===== src/rtl/mode_request_arbiter_if.sv =====
// mode_request_arbiter_if: request pulses and 1 Hz tick into the mode sequencer,
// registered mode/grant/timer status back out to the hood controllers.
interface mode_request_arbiter_if #(parameter int MODE_WIDTH = 3);
    logic                  sec_tick;
    logic                  req_power;
    logic                  req_menu;
    logic                  req_clean;
    logic [2:0]            req_level;
    logic [MODE_WIDTH-1:0] current_mode;
    logic                  mode_changed;
    logic [5:0]            grant;
    logic [15:0]           remain_secs;
    logic                  l3_used;
    modport master (
        output sec_tick, req_power, req_menu, req_clean, req_level,
        input  current_mode, mode_changed, grant, remain_secs, l3_used
    );
    modport slave (
        input  sec_tick, req_power, req_menu, req_clean, req_level,
        output current_mode, mode_changed, grant, remain_secs, l3_used
    );
endinterface


===== src/rtl/mode_request_arbiter.sv =====
// mode_request_arbiter: fixed-priority mode sequencer with timed L3/CLEAN/COOLDOWN modes.
// L3_ONCE_PER_POWERON_EN: when defined, L3 may be entered only once per power-on.
module mode_request_arbiter #(
    parameter int MODE_WIDTH    = 3,
    parameter int CLEAN_SECS    = 180,
    parameter int L3_SECS       = 60,
    parameter int COOLDOWN_SECS = 60
) (
    input logic clk,
    input logic rst,
    mode_request_arbiter_if.slave bus
);
    localparam logic [MODE_WIDTH-1:0] OFF      = MODE_WIDTH'(0);
    localparam logic [MODE_WIDTH-1:0] STANDBY  = MODE_WIDTH'(1);
    localparam logic [MODE_WIDTH-1:0] L1       = MODE_WIDTH'(2);
    localparam logic [MODE_WIDTH-1:0] L2       = MODE_WIDTH'(3);
    localparam logic [MODE_WIDTH-1:0] L3       = MODE_WIDTH'(4);
    localparam logic [MODE_WIDTH-1:0] CLEAN    = MODE_WIDTH'(5);
    localparam logic [MODE_WIDTH-1:0] COOLDOWN = MODE_WIDTH'(6);

    logic [MODE_WIDTH-1:0] mode, next_mode, power_tgt, menu_tgt, expire_tgt;
    logic [15:0]           timer, next_timer, load_val;
    logic [5:0]            req, legal, lr, gnt, grant_q;
    logic                  l3_q, next_l3, l3_ok, timed, expire, entry, changed_q;

    always_ff @(posedge clk) begin
        if (rst) begin
            mode      <= OFF;
            timer     <= '0;
            l3_q      <= 1'b0;
            grant_q   <= '0;
            changed_q <= 1'b0;
        end else begin
            mode      <= next_mode;
            timer     <= next_timer;
            l3_q      <= next_l3;
            grant_q   <= gnt;
            changed_q <= entry;
        end
    end

    always_comb begin
`ifdef L3_ONCE_PER_POWERON_EN
        l3_ok      = ~l3_q;
`else
        l3_ok      = 1'b1;
`endif
        req        = {bus.req_power, bus.req_menu, bus.req_clean, bus.req_level[2], bus.req_level[1], bus.req_level[0]};
        // legal request mask per mode, bit order {power, menu, clean, L3, L2, L1}
        legal      = (mode == OFF)                       ? 6'b100000 :
                     (mode == STANDBY)                   ? {3'b101, l3_ok, 2'b11} :
                     (mode == L1 || mode == L2)          ? {3'b110, l3_ok, 2'b11} :
                     (mode == L3)                        ? 6'b110000 :
                     (mode == CLEAN || mode == COOLDOWN) ? 6'b100000 : 6'b000000;
        lr         = req & legal;
        gnt        = lr[5] ? 6'b100000 : lr[4] ? 6'b010000 : lr[3] ? 6'b001000 :
                     lr[2] ? 6'b000100 : lr[1] ? 6'b000010 : lr[0] ? 6'b000001 : 6'b000000;
        timed      = (mode == L3) || (mode == CLEAN) || (mode == COOLDOWN);
        expire     = timed && (timer == 16'd1) && bus.sec_tick;
        power_tgt  = (mode == OFF || mode == COOLDOWN) ? STANDBY :
                     (mode == STANDBY || mode == CLEAN) ? OFF : COOLDOWN;
        menu_tgt   = (mode == L3) ? COOLDOWN : STANDBY;
        expire_tgt = (mode == L3) ? L2 : (mode == CLEAN) ? STANDBY : OFF;
        // a granted request always beats a coincident timer expiry
        next_mode  = gnt[5] ? power_tgt : gnt[4] ? menu_tgt : gnt[3] ? CLEAN :
                     gnt[2] ? L3 : gnt[1] ? L2 : gnt[0] ? L1 :
                     expire ? expire_tgt : (mode > COOLDOWN) ? OFF : mode;
        entry      = next_mode != mode;
        load_val   = (next_mode == CLEAN) ? 16'(CLEAN_SECS) :
                     (next_mode == L3)    ? 16'(L3_SECS) :
                     (next_mode == COOLDOWN) ? 16'(COOLDOWN_SECS) : 16'd0;
        next_timer = entry ? load_val :
                     !timed ? 16'd0 :
                     (bus.sec_tick && timer != 16'd0) ? timer - 16'd1 : timer;
`ifdef L3_ONCE_PER_POWERON_EN
        next_l3    = (entry && next_mode == L3) ? 1'b1 :
                     (entry && next_mode == OFF) ? 1'b0 : l3_q;
`else
        next_l3    = 1'b0;
`endif
    end

    always_comb begin
        bus.current_mode = mode;
        bus.mode_changed = changed_q;
        bus.grant        = grant_q;
        bus.remain_secs  = timer;
        bus.l3_used      = l3_q;
    end
endmodule


===== src/flat_wrapper.sv =====
// flat-port wrapper written by rule: the top's interface ports become plain ports
module mode_request_arbiter_flat 
#(
    parameter int MODE_WIDTH    = 3,
    parameter int CLEAN_SECS    = 180,
    parameter int L3_SECS       = 60,
    parameter int COOLDOWN_SECS = 60
)
  (clk, rst, bus_sec_tick, bus_req_power, bus_req_menu, bus_req_clean, bus_req_level, bus_current_mode, bus_mode_changed, bus_grant, bus_remain_secs, bus_l3_used);
  mode_request_arbiter_if #(.MODE_WIDTH(MODE_WIDTH)) bus_i ();
  input logic clk;
  input logic rst;
  input wire logic [$bits(bus_i.sec_tick)-1:0] bus_sec_tick;
  input wire logic [$bits(bus_i.req_power)-1:0] bus_req_power;
  input wire logic [$bits(bus_i.req_menu)-1:0] bus_req_menu;
  input wire logic [$bits(bus_i.req_clean)-1:0] bus_req_clean;
  input wire logic [$bits(bus_i.req_level)-1:0] bus_req_level;
  output wire logic [$bits(bus_i.current_mode)-1:0] bus_current_mode;
  output wire logic [$bits(bus_i.mode_changed)-1:0] bus_mode_changed;
  output wire logic [$bits(bus_i.grant)-1:0] bus_grant;
  output wire logic [$bits(bus_i.remain_secs)-1:0] bus_remain_secs;
  output wire logic [$bits(bus_i.l3_used)-1:0] bus_l3_used;
  assign bus_i.sec_tick = bus_sec_tick;
  assign bus_i.req_power = bus_req_power;
  assign bus_i.req_menu = bus_req_menu;
  assign bus_i.req_clean = bus_req_clean;
  assign bus_i.req_level = bus_req_level;
  assign bus_current_mode = bus_i.current_mode;
  assign bus_mode_changed = bus_i.mode_changed;
  assign bus_grant = bus_i.grant;
  assign bus_remain_secs = bus_i.remain_secs;
  assign bus_l3_used = bus_i.l3_used;
  mode_request_arbiter #(.MODE_WIDTH(MODE_WIDTH), .CLEAN_SECS(CLEAN_SECS), .L3_SECS(L3_SECS), .COOLDOWN_SECS(COOLDOWN_SECS)) u_core (.clk(clk), .rst(rst), .bus(bus_i));
endmodule

===== config.mk =====
export PLATFORM = sky130hd
export DESIGN_NAME = mode_request_arbiter_flat
export DESIGN_NICKNAME = d
export VERILOG_FILES = /design/src/rtl/mode_request_arbiter_if.sv /design/src/rtl/mode_request_arbiter.sv /design/src/flat_wrapper.sv
export SDC_FILE = /design/constraint.sdc
export NUM_CORES = 1
export LEC_CHECK = 0
export BUFFER_PORTS_ARGS = -buffer_cell sky130_fd_sc_hd__buf_2
export CAP_MARGIN = 20
export CORE_MARGIN = 4
export CORE_UTILIZATION = 35
export CTS_CLUSTER_DIAMETER = 100
export DETAILED_ROUTE_END_ITERATION = 8
export MAX_ROUTING_LAYER = met4
export PLACE_DENSITY = 0.64
export SYNTH_ARGS = -nofsm -noshare
export SYNTH_HDL_FRONTEND = slang
export SYNTH_SLANG_ARGS = --single-unit

===== constraint.sdc =====
create_clock -name clk -period 3.4 [get_ports clk]
set_input_delay 1.02 -clock clk [delete_from_list [all_inputs] [get_ports clk]]
set_output_delay 1.02 -clock clk [all_outputs]
set_load 0.005 [all_outputs]

==> parameters.txt <==
Parameter                              Value

STA
  Setup violators final ... 0
  Tmin final ... 2.81 ns
  Slew at the pin with the worst max-slew slack ... around 0.76 ns
  Worst slew slack as a fraction of its limit ... 0.490
  Fmax achieved ... 356 MHz
  Share of the clock period used by the worst path ... 0.825
  Final worst clock skew ... roughly 0.0087 ns
  RSZ-0062 raised after global routing ... no
  Endpoints failing hold ... 0
  Total Neg Setup Slack ... 0 ns
  Final-layout worst hold slack ... 0.511 ns
  Final Slew Violations ... 0

Worst setup path
  Endpoint arrival time on the critical path ... 2.96 ns
  Type of element launching the critical path ... input port
  Worst-path cell chain ... buf_2, or3b_4, a2111oi_1, a221oi_1, o21a_1, a2111oi_1, nor4_1
  Data required, critical path ... about 3.6 ns
  Delay contributed by the slowest stage of the critical path ... about 0.50 ns
  Maximum fanout count along the critical path ... 8
  CP Capture Type ... flop
  Cell family contributing the most delay on the critical path ... compound AO/OA/AOI/OAI gates
  Class of the most critical setup path ... input port to flop
  Cell at the slowest stage of the critical path ... sky130_fd_sc_hd__a2111oi_1
  Most numerous cell on the critical path ... sky130_fd_sc_hd__a2111oi_1
  Buffers plus inverters on the worst setup path ... 1

Synth
  Proportion of netlist area held by the largest area contributor ... 0.309
  Yosys warns ... 0
  Post-synth net total ... approximately 210
  Main flop type after synthesis ... sky130_fd_sc_hd__dfxtp_1
  Number of distinct library cells after synthesis ... 60
  Post-synthesis area per instance ... about 8.4 um^2
  Area of the mapped netlist ... 1690 um^2
  EDFF count, synth ... 0
  Proportion of synthesized flip-flops having asynchronous set or reset ... 0
  Leading post-synthesis cells by cell area ... sky130_fd_sc_hd__dfxtp_1 31%, sky130_fd_sc_hd__nor2_1 5.6%, sky130_fd_sc_hd__a2111oi_4 3.3%, sky130_fd_sc_hd__xor2_1 3.1%, sky130_fd_sc_hd__a21oi_1 2.7%
  Most used standard cells in the synthesized netlist ... 26 x sky130_fd_sc_hd__dfxtp_1, 25 x sky130_fd_sc_hd__nor2_1, 11 x sky130_fd_sc_hd__nand2_1, 9 x sky130_fd_sc_hd__a21oi_1
  Total of flip-flops plus latches after synthesis ... 26
  Most area-hungry cell type in the Yosys netlist ... sky130_fd_sc_hd__dfxtp_1
  Register area share after synthesis ... 0.309
  Number of instances in the synthesized netlist ... about 200
  Most instantiated library cell after synthesis ... sky130_fd_sc_hd__dfxtp_1

Routing
  Total routed wirelength ... 4200 um
  Antenna Nets Post-Route ... 0
  DR pass1 iterations ... 4
  Via count ... around 1600
  DRC violation total after the first TritonRoute iteration ... between 100 and 150
  Per-cell via count in the routed design ... ~5.5
  WL/cell ... 14.8 um
  Remaining design rule violation count ... 0

Clock network
  Clock latency on the worst-skew pair ... 0.27 ns
  Clock tree from TritonCTS ... yes
  Clock transition at the registers of the reported paths ... 0.09 ns
  Count of instances resized after the clock tree is built ... 0
  Clock sink count ... 26
  Post-CTS Hold Fix Bufs ... 0
  H-Tree Level Count ... 1
  Post-CTS setup buffers ... 0
  Number of buffers on the longest clock path ... 2
  Root buffer cell ... sky130_fd_sc_hd__clkbuf_8
  TritonCTS buffer count ... 3

Placed design
  Detailed-placement wirelength estimate ... ~3100 um
  Gpl congestion ... around 0.86
  Post-placement cell area ... about 1900 um^2
  IO Port Bufs ... 34
  Number of instances in the placed design ... approximately 280

Cells and area
  Fraction of final layout cells with drive strength greater than 1 ... 0.225
  Summed area of non-filler cells in the final layout ... just under 2000 um^2
  Synthesis-to-layout area growth ... 16.4%
  Nets ... about 240
  Antenna cell count ... 0
  Final Instance Count excl. Fillers ... roughly 280
  Post-route core utilization ... 0.436

Floorplan
  Starting Density ... 0.374
  Overall die width ... between 70 and 80 um
  Cell row count ... 24
  Vertical die dimension ... ~77 um
  Std-Cell Core Area ... around 4500 um^2
  Floorplan die area ... about 6000 um^2
  IO Pins ... 36

Global route
  Routing usage on met1 ... 0.208
  Met2 layer usage reported by global route ... 0.207
  Antenna violations before repair ... 0
  Maximum number of pins on one net before global-route repair ... 25
  Busiest metal layer after global routing ... met1
  Number of global-route vias before repair ... approximately 1400
  Final global-route overflow total ... 0
  Global-route wire length before repair ... about 7000 um
  Global routing usage summed across all routing layers ... 0.144
  Met3 usage in global routing ... 0.0116

Power
  Power per standard cell area ... around 400 nW/um^2
  Static Leak ... about 0.81 nW
  Peak supply drop ... 0.000161 V

Job
  Max-cap violations ... 0

Min path
  Worst Hold Class ... flop to flop

Run status
  Result of the run ... finished, final reports clean
## kinds of logic after synthesis
| kind of cell | after synthesis | share of synthesized area |
|---|---|---|
| other | 1 | 0.00222 |
| flip-flops | 26 | 0.309 |
| AO/OA/AOI/OAI | 58 | 0.293 |
| XOR/XNOR | 10 | 0.0519 |
| AND/OR/NAND/NOR | 83 | 0.265 |
| buffers and inverters | 19 | 0.0512 |
| adder cells (fa/ha/maj) | 3 | 0.0223 |
| multiplexers | 1 | 0.00593 |
## cells in the final DEF, fill, tap and decap left out, types with 6 or more instances in the layout
master	Yosys	routed
sky130_fd_sc_hd__dfxtp_1	26	26
sky130_fd_sc_hd__xor2_1	6	6
sky130_fd_sc_hd__inv_1	7	7
sky130_fd_sc_hd__nand2_1	11	11
sky130_fd_sc_hd__nor3_1	8	8
sky130_fd_sc_hd__buf_2	6	34
sky130_fd_sc_hd__a21oi_1	9	9
sky130_fd_sc_hd__nor2_1	25	25
sky130_fd_sc_hd__o21ai_0	8	8
## per-layer routing
layer / wire length, um / up-vias
li1: - / 808
met1: 2210 / 716
met2: 1800 / 31
met3: 122 / 4
met4: 66 / 0
met5: 0 / -
## state kept, by name (all words and copies together), names as in the netlist
register / cells
u_core.bus.remain_secs: 16
u_core.bus.grant: 6
u_core.bus.current_mode: 3
u_core.bus.mode_changed: 1
## path summary, 6_finish.rpt
check                                   from                          to  slack [ns]  cells past startpoint
hold / removal    u_core.bus.remain_secs[14]  u_core.bus.remain_secs[14]        0.51                      2
setup / recovery               bus_req_clean   u_core.bus.remain_secs[5]        0.59                      7
hold reg to reg   u_core.bus.remain_secs[14]  u_core.bus.remain_secs[14]        0.51                      2
setup reg to reg  u_core.bus.current_mode[1]   u_core.bus.remain_secs[5]        0.80                      6
## metrics by stage
stage          setup slack (ns)  total power (W)
2_1_floorplan             0.653         0.000497
3_3_place_gp              0.375         0.000545
3_5_place_dp              0.336         0.000545
4_1_cts                   0.613         0.000803
5_1_grt                   0.442         0.000840
6_report                  0.595         0.000797
## worst min-delay path, stage by stage, from the launching register on
cell and delay (ns):
sky130_fd_sc_hd__dfxtp_1 0.33, sky130_fd_sc_hd__o21ai_0 0.07, sky130_fd_sc_hd__a21oi_1 0.06
## final cells by class
cell class | count | area (um^2)
fillers | 464 | 2540
inverters | 7 | 26.3
repair buffers | 38 | 200
clock inverters | 1 | 30.0
well taps | 52 | 65.1
clock buffers | 3 | 41.3
flip-flops and latches | 26 | 520
multi-input cells | 156 | 1080
## power by group
part / total (W) / switching (W) / internal [W] / leakage (nW)
clock network: 0.000255 / 0.0000978 / 0.000158 / 0.0357
logic: 0.000209 / 0.000120 / 0.0000889 / 0.561
registers: 0.000333 / 0.0000170 / 0.000316 / 0.211
Power figures use the tool's default switching activity.
